[config.mk]
export PLATFORM = sky130hd
export DESIGN_NAME = atm_pin_auth
export DESIGN_NICKNAME = d
export VERILOG_FILES = /design/src/rtl/atm_pin_auth.sv
export SDC_FILE = /design/constraint.sdc
export NUM_CORES = 1
export LEC_CHECK = 0
export BUFFER_PORTS_ARGS = -buffer_cell sky130_fd_sc_hd__buf_4
export CORE_MARGIN = 2
export CORE_UTILIZATION = 51
export CTS_CLUSTER_SIZE = 10
export DETAILED_ROUTE_END_ITERATION = 8
export PLACE_DENSITY = 0.75
export REMOVE_ABC_BUFFERS = 1
export SYNTH_ARGS = -nofsm -noshare
export SYNTH_HDL_FRONTEND = slang
export SYNTH_SLANG_ARGS = --single-unit
[constraint.sdc]
create_clock -name clk -period 1.8 [get_ports clk]
set_input_delay 0.18 -clock clk [delete_from_list [all_inputs] [get_ports clk]]
set_output_delay 0.18 -clock clk [all_outputs]
set_load 0.005 [all_outputs]
[src/rtl/atm_pin_auth.sv]
// atm_pin_auth: card / PIN authentication stage in front of the ATM transaction FSM.
// Holds the per-account PIN table and lock bits, counts wrong attempts, and hands
// a registered grant plus account index downstream.
// Optional WAIT_PIN idle timeout is compiled in when ATM_AUTH_TIMEOUT_EN is defined.
module atm_pin_auth #(
  parameter int NUM_ACCOUNTS = 4,
  parameter int ID_W         = 4,
  parameter int PIN_W        = 4,
  parameter int MAX_TRIES    = 3,
  parameter int TIMEOUT_CYC  = 1000,
  localparam int IDX_W       = (NUM_ACCOUNTS > 1) ? $clog2(NUM_ACCOUNTS) : 1
) (
  input  logic             clk,
  input  logic             rst_n,
  input  logic             card_inserted,
  input  logic [ID_W-1:0]  account_id,
  input  logic [PIN_W-1:0] pin_in,
  input  logic             pin_valid,
  input  logic             exit_req,
  input  logic             pin_wr,
  input  logic [PIN_W-1:0] new_pin,
  output logic             auth_ok,
  output logic             auth_fail,
  output logic             card_locked,
  output logic [IDX_W-1:0] acct_idx,
  output logic [1:0]       tries_left,
  output logic             timeout
);

  typedef enum logic [2:0] {
    S_IDLE     = 3'd0,
    S_WAIT_PIN = 3'd1,
    S_CHECK    = 3'd2,
    S_GRANTED  = 3'd3,
    S_LOCKED   = 3'd4
  } state_t;

  localparam logic [1:0] TRIES_INIT = 2'(MAX_TRIES);

  state_t             state_q, state_d;
  logic [ID_W-1:0]    id_q, id_d;
  logic [PIN_W-1:0]   pin_q, pin_d;
  logic [1:0]         tries_q, tries_d;
  logic [IDX_W-1:0]   idx_q, idx_d;
  logic               auth_ok_q, auth_ok_d;
  logic               auth_fail_q, auth_fail_d;
  logic               locked_q, locked_d;
  logic               timeout_q, timeout_d;
  logic [PIN_W-1:0]   pin_tbl_q [NUM_ACCOUNTS];
  logic [PIN_W-1:0]   pin_tbl_d [NUM_ACCOUNTS];
  logic [NUM_ACCOUNTS-1:0] lock_q, lock_d;

  // Table search results for the latched ID/PIN
  logic               hit_s;
  logic [IDX_W-1:0]   hit_idx_s;
  logic               id_hit_s;
  logic [IDX_W-1:0]   id_idx_s;

`ifdef ATM_AUTH_TIMEOUT_EN
  localparam int TMO_W = $clog2(TIMEOUT_CYC) + 1;
  localparam logic [TMO_W-1:0] TMO_LAST = TMO_W'(TIMEOUT_CYC - 1);
  logic [TMO_W-1:0]   tmo_cnt_q, tmo_cnt_d;
`else
  // Timeout disabled: the parameter is kept for interface compatibility only.
  logic [31:0]        unused_timeout_cyc_s;
  assign unused_timeout_cyc_s = 32'(TIMEOUT_CYC);
`endif

  // Account ID stored in table entry i (fixed mapping: entry i holds ID i).
  function automatic logic [ID_W-1:0] acct_id(input int i);
    return ID_W'(i);
  endfunction

  // Power-up PIN of table entry i.
  function automatic logic [PIN_W-1:0] default_pin(input int i);
    return PIN_W'(i);
  endfunction

  // Parallel search of every table entry against the latched ID/PIN (IDs are unique).
  always_comb begin
    hit_s     = 1'b0;
    hit_idx_s = {IDX_W{1'b0}};
    id_hit_s  = 1'b0;
    id_idx_s  = {IDX_W{1'b0}};
    for (int i = 0; i < NUM_ACCOUNTS; i++) begin
      hit_s     = hit_s | ((id_q == acct_id(i)) & (pin_q == pin_tbl_q[i]) & ~lock_q[i]);
      hit_idx_s = hit_idx_s |
                  (((id_q == acct_id(i)) & (pin_q == pin_tbl_q[i]) & ~lock_q[i]) ?
                   IDX_W'(i) : {IDX_W{1'b0}});
      id_hit_s  = id_hit_s | (id_q == acct_id(i));
      id_idx_s  = id_idx_s | ((id_q == acct_id(i)) ? IDX_W'(i) : {IDX_W{1'b0}});
    end
  end

  // Next-state, table update and next-output computation.
  always_comb begin
    state_d     = state_q;
    id_d        = id_q;
    pin_d       = pin_q;
    tries_d     = tries_q;
    idx_d       = idx_q;
    auth_fail_d = 1'b0;
    timeout_d   = 1'b0;
    pin_tbl_d   = pin_tbl_q;
    lock_d      = lock_q;
`ifdef ATM_AUTH_TIMEOUT_EN
    tmo_cnt_d   = {TMO_W{1'b0}};
`endif
    if (!card_inserted) begin
      // Card removal dominates: any pending CHECK is dropped without lock update.
      state_d = S_IDLE;
    end else begin
      case (state_q)
        S_IDLE: begin
          state_d = S_WAIT_PIN;
          tries_d = TRIES_INIT;
        end
        S_WAIT_PIN: begin
          if (exit_req) begin
            state_d = S_IDLE;
          end else if (pin_valid) begin
            id_d    = account_id;
            pin_d   = pin_in;
            state_d = S_CHECK;
          end else begin
`ifdef ATM_AUTH_TIMEOUT_EN
            if (tmo_cnt_q == TMO_LAST) begin
              timeout_d = 1'b1;
              state_d   = S_IDLE;
            end else begin
              tmo_cnt_d = tmo_cnt_q + TMO_W'(1);
            end
`else
            state_d = S_WAIT_PIN;
`endif
          end
        end
        S_CHECK: begin
          if (hit_s) begin
            state_d = S_GRANTED;
            idx_d   = hit_idx_s;
          end else begin
            auth_fail_d = 1'b1;
            tries_d     = (tries_q == 2'd0) ? 2'd0 : (tries_q - 2'd1);
            if (tries_q <= 2'd1) begin
              // Lock only the account whose ID was presented; unknown IDs lock nothing.
              lock_d[id_idx_s] = lock_q[id_idx_s] | id_hit_s;
              state_d          = S_LOCKED;
            end else begin
              state_d = S_WAIT_PIN;
            end
          end
        end
        S_GRANTED: begin
          if (pin_wr) begin
            pin_tbl_d[idx_q] = new_pin;
          end else begin
            pin_tbl_d[idx_q] = pin_tbl_q[idx_q];
          end
          if (exit_req) begin
            state_d = S_IDLE;
          end else begin
            state_d = S_GRANTED;
          end
        end
        S_LOCKED: begin
          state_d = S_LOCKED;
        end
        default: begin
          state_d = S_IDLE;
        end
      endcase
    end
    auth_ok_d = (state_d == S_GRANTED);
    locked_d  = (state_d == S_LOCKED);
  end

  // FSM state, session registers, PIN/lock tables and registered outputs.
  always_ff @(posedge clk or negedge rst_n) begin
    if (!rst_n) begin
      state_q     <= S_IDLE;
      id_q        <= {ID_W{1'b0}};
      pin_q       <= {PIN_W{1'b0}};
      tries_q     <= TRIES_INIT;
      idx_q       <= {IDX_W{1'b0}};
      auth_ok_q   <= 1'b0;
      auth_fail_q <= 1'b0;
      locked_q    <= 1'b0;
      timeout_q   <= 1'b0;
      lock_q      <= {NUM_ACCOUNTS{1'b0}};
      for (int i = 0; i < NUM_ACCOUNTS; i++) begin
        pin_tbl_q[i] <= default_pin(i);
      end
`ifdef ATM_AUTH_TIMEOUT_EN
      tmo_cnt_q   <= {TMO_W{1'b0}};
`endif
    end else begin
      state_q     <= state_d;
      id_q        <= id_d;
      pin_q       <= pin_d;
      tries_q     <= tries_d;
      idx_q       <= idx_d;
      auth_ok_q   <= auth_ok_d;
      auth_fail_q <= auth_fail_d;
      locked_q    <= locked_d;
      timeout_q   <= timeout_d;
      lock_q      <= lock_d;
      pin_tbl_q   <= pin_tbl_d;
`ifdef ATM_AUTH_TIMEOUT_EN
      tmo_cnt_q   <= tmo_cnt_d;
`endif
    end
  end

  assign auth_ok     = auth_ok_q;
  assign auth_fail   = auth_fail_q;
  assign card_locked = locked_q;
  assign acct_idx    = idx_q;
  assign tries_left  = tries_q;
  assign timeout     = timeout_q;

endmodule

==> run metrics <==
clock buffer depth=2; GRT Overall Usage=24.8%; post-route ant nets=0; Initial DRC Count=91; Power Internal=1600 µW; Final nets=between 200 and 250; Post-synth EDFFs=0; port bufs=24; post-synthesis sequential area ratio=47.9%; filler cell count=~240; total CTS buffers=5; Seq pwr share=a little under half; Synth Area in Compound Gates=9.69%; Slew @ Worst Pin=0.644 ns; H-tree depth=2; top_reg_cell synth=dfrtp_1; Final HPWL DP=3330 µm; top cells by count, synth=32 x dfrtp_1, 28 x mux2_2, 13 x xor2_1; Worst Hold Class=primary input to flip-flop; Yosys top cell by area=dfrtp_1; power per cell area=about 840 mW/mm²; worst hold start=pin_in[2]; LEAKAGE=~0.0012 µW; Die X=66.6 µm; largest cells by area after synthesis=dfrtp_1 40%, mux2_2 16%, dfstp_2 7.9%; placed instance area=0.00240 mm²; critical-path maximum fanout=4; worst-skew pair later-pin latency=0.29 ns; crit path cell chain=or4b_4 -> or3_4 -> buf_6 -> o2bb2ai_4 -> nor3_4 -> a31o_2; sw power=691 µW; Logic pwr share=28.6%; Worst Path Buf+Inv=1; layout cell share with drive strength beyond 1=between 50 and 60%; Final Instance Area=0.00272 mm²; Max-cap violations=0; CTS tree=done; number of diodes=0; Synth Area in XOR/XNOR=under 10%; FF+latch count, synth=38; Ys Warns=0; Pre-antenna DRT Iters=4; initial antenna violation count=0; Post-synth ARST share=100%; adder-cell share of the synthesized area=0%; Sw Ratio=30.2%; Slew headroom=56.7%; Max Slew Vio Count=0; count leader, synth=dfrtp_1; RSZ-0062 raised after global routing=yes; clock sinks=38; Post-Syn Instances=~160; Worst path max stage delay=between 0.5 and 0.6 ns; failing checks=negative setup slack; crit path max-delay cell type=or4b_4; Clock Skew=0.00486 ns; CP required=1.98 ns; CP arrival=2.25 ns; Remaining DRCs=0; Clk pwr share=between 20% and 30%; Ports=26; DR WL/cell=19.0 µm; vias in the first global route=1652; total length of routed wires=5100 µm; Syn Std Cell Area=0.00200 mm²; clock period minus worst slack=2.07 ns; Mean Syn Cell Area=12.2 µm²; Starting Density=53.8%; clock transition at the registers of the reported paths=around 0.07 ns; final-report setup violation count=14; mux cell area share after synthesis=roughly a fifth; Final GP Congestion=0.847; PnR worst setup slack=-0.267 ns; Site Rows=22; P&R area growth vs syn=36.1%; crit path from=id_q[2]; highest ir drop seen on vdd=0.507 mV; Crit Path Class=flip-flop to flip-flop; routed vias=1585; Worst setup EP type=flip-flop; fmax=a little under 0.5 GHz; CTS root buf=clkbuf_8; Simple-Gate Fraction of Synth Area=12.1%; vias per cell=5.91; largest family of logic cells by synthesized area=multiplexers; Core Region=about 0.0037 mm²; first-pass GRT wire length=approximately 8000 µm; Yosys cell types=46; status=finished, violations left; worst slack at placement=-0.273 ns; CP delay by family, top=simple AND/OR/NAND/NOR gates; GRT overflow=0; FF-to-FF Start=id_q[2]; Fin. Hold Viols=0; Die Y=around 67 µm; Yosys top cell area share=about 40%; Die ar.=0.00444 mm²; fin crit share=115%; largest net degree at the start of global routing=39; CP Launch Type=flip-flop
## cell usage in the layout, fill, tap and decap left out, drive strengths merged, types with 4 or more instances in the layout
master and n:
buf 58, dfrtp 32, mux2 28, xor2 13, nor3 9, clkbuf 7
nor2 6, dfstp 6, mux4 4, nand2 4, o21ai 4
## final timing paths
path | to | slack, ns | cells after the start
hold reg to reg | lock_q[1] | 0.51 | 1
hold / removal | pin_q[2] | 0.12 | 2
max in group asynchronous | pin_tbl_q[8] | 1.05 | 2
setup / recovery | lock_q[2] | -0.27 | 6
setup reg to reg | lock_q[2] | -0.27 | 6
min in group asynchronous | state_q[2] | 0.39 | 2
## stage by stage
stage | hold slack, ns | total power, µW | setup TNS [ns] | cells | util [%]
3_3_place_gp | 0.163 | 1540 | -1.80 | 253 | 64.5
3_5_place_dp | 0.175 | 1560 | -2.36 | 253 | 64.5
2_1_floorplan | -0.116 | 1290 | -0.735 | 154 | -
5_1_grt | 0.112 | 2400 | -4.02 | 268 | 73.3
6_report | 0.118 | 2290 | -2.89 | 268 | 73.3
4_1_cts | 0.112 | 2240 | -2.15 | 266 | 71.2
## registers in the layout, summed over array words and instances (netlist names)
signal and flops:
state_q 3, acct_idx 2, tries_left 2, lock_q 4, auth_ok 1, auth_fail 1, pin_q 4, card_locked 1
id_q 4, pin_tbl_q 16
## worst reg2reg max path, stage by stage, from the launching register on
cell,delay (ns)
dfrtp_1,0.44
or4b_4,0.55
or3_4,0.36
buf_6,0.14
o2bb2ai_4,0.15
nor3_4,0.08
a31o_2,0.25
## per-layer routing
metal | up-vias | routed length, µm | global-route usage [%]
met3 | 17 | 296 | 5.91
met5 | - | 0 | 0
met1 | 798 | 1960 | 29.9
li1 | 711 | - | -
met4 | 0 | 159 | 11.7
met2 | 59 | 2690 | 41.6
## timing repair
item	CTS	global route
pin swaps	13	8
endpoints found under the setup margin	16	30
setup buffers	5	2
resized for setup	23	11
hold endpoints to repair	32	0
hold buffers	1	0
## power groups by stage
stage               Sequential (µW)  Clock (µW)  Combinational, µW
floorplan                      1040           0                257
global placement               1040           0                498
detailed placement             1050           0                511
CTS                            1040         608                595
global route                   1050         639                704
finish                         1040         593                655
## cell type report
cell class	instances	area [µm²]	area share [%]
Multi-Input combinational cell	113	1140	42.0
Inverter	3	11.3	0.414
Clock buffer	7	86.3	3.17
Sequential cell	38	958	35.2
Tap cell	48	60.1	2.21
Timing Repair Buffer	59	464	17.0
## kinds of logic after synthesis
kind of cell           count (synthesis)
XOR/XNOR                              16
buffers and inverters                 13
flip-flops                            38
other                                  1
AO/OA/AOI/OAI                         23
AND/OR/NAND/NOR                       41
multiplexers                          32
(Power assumes the default switching activity.)
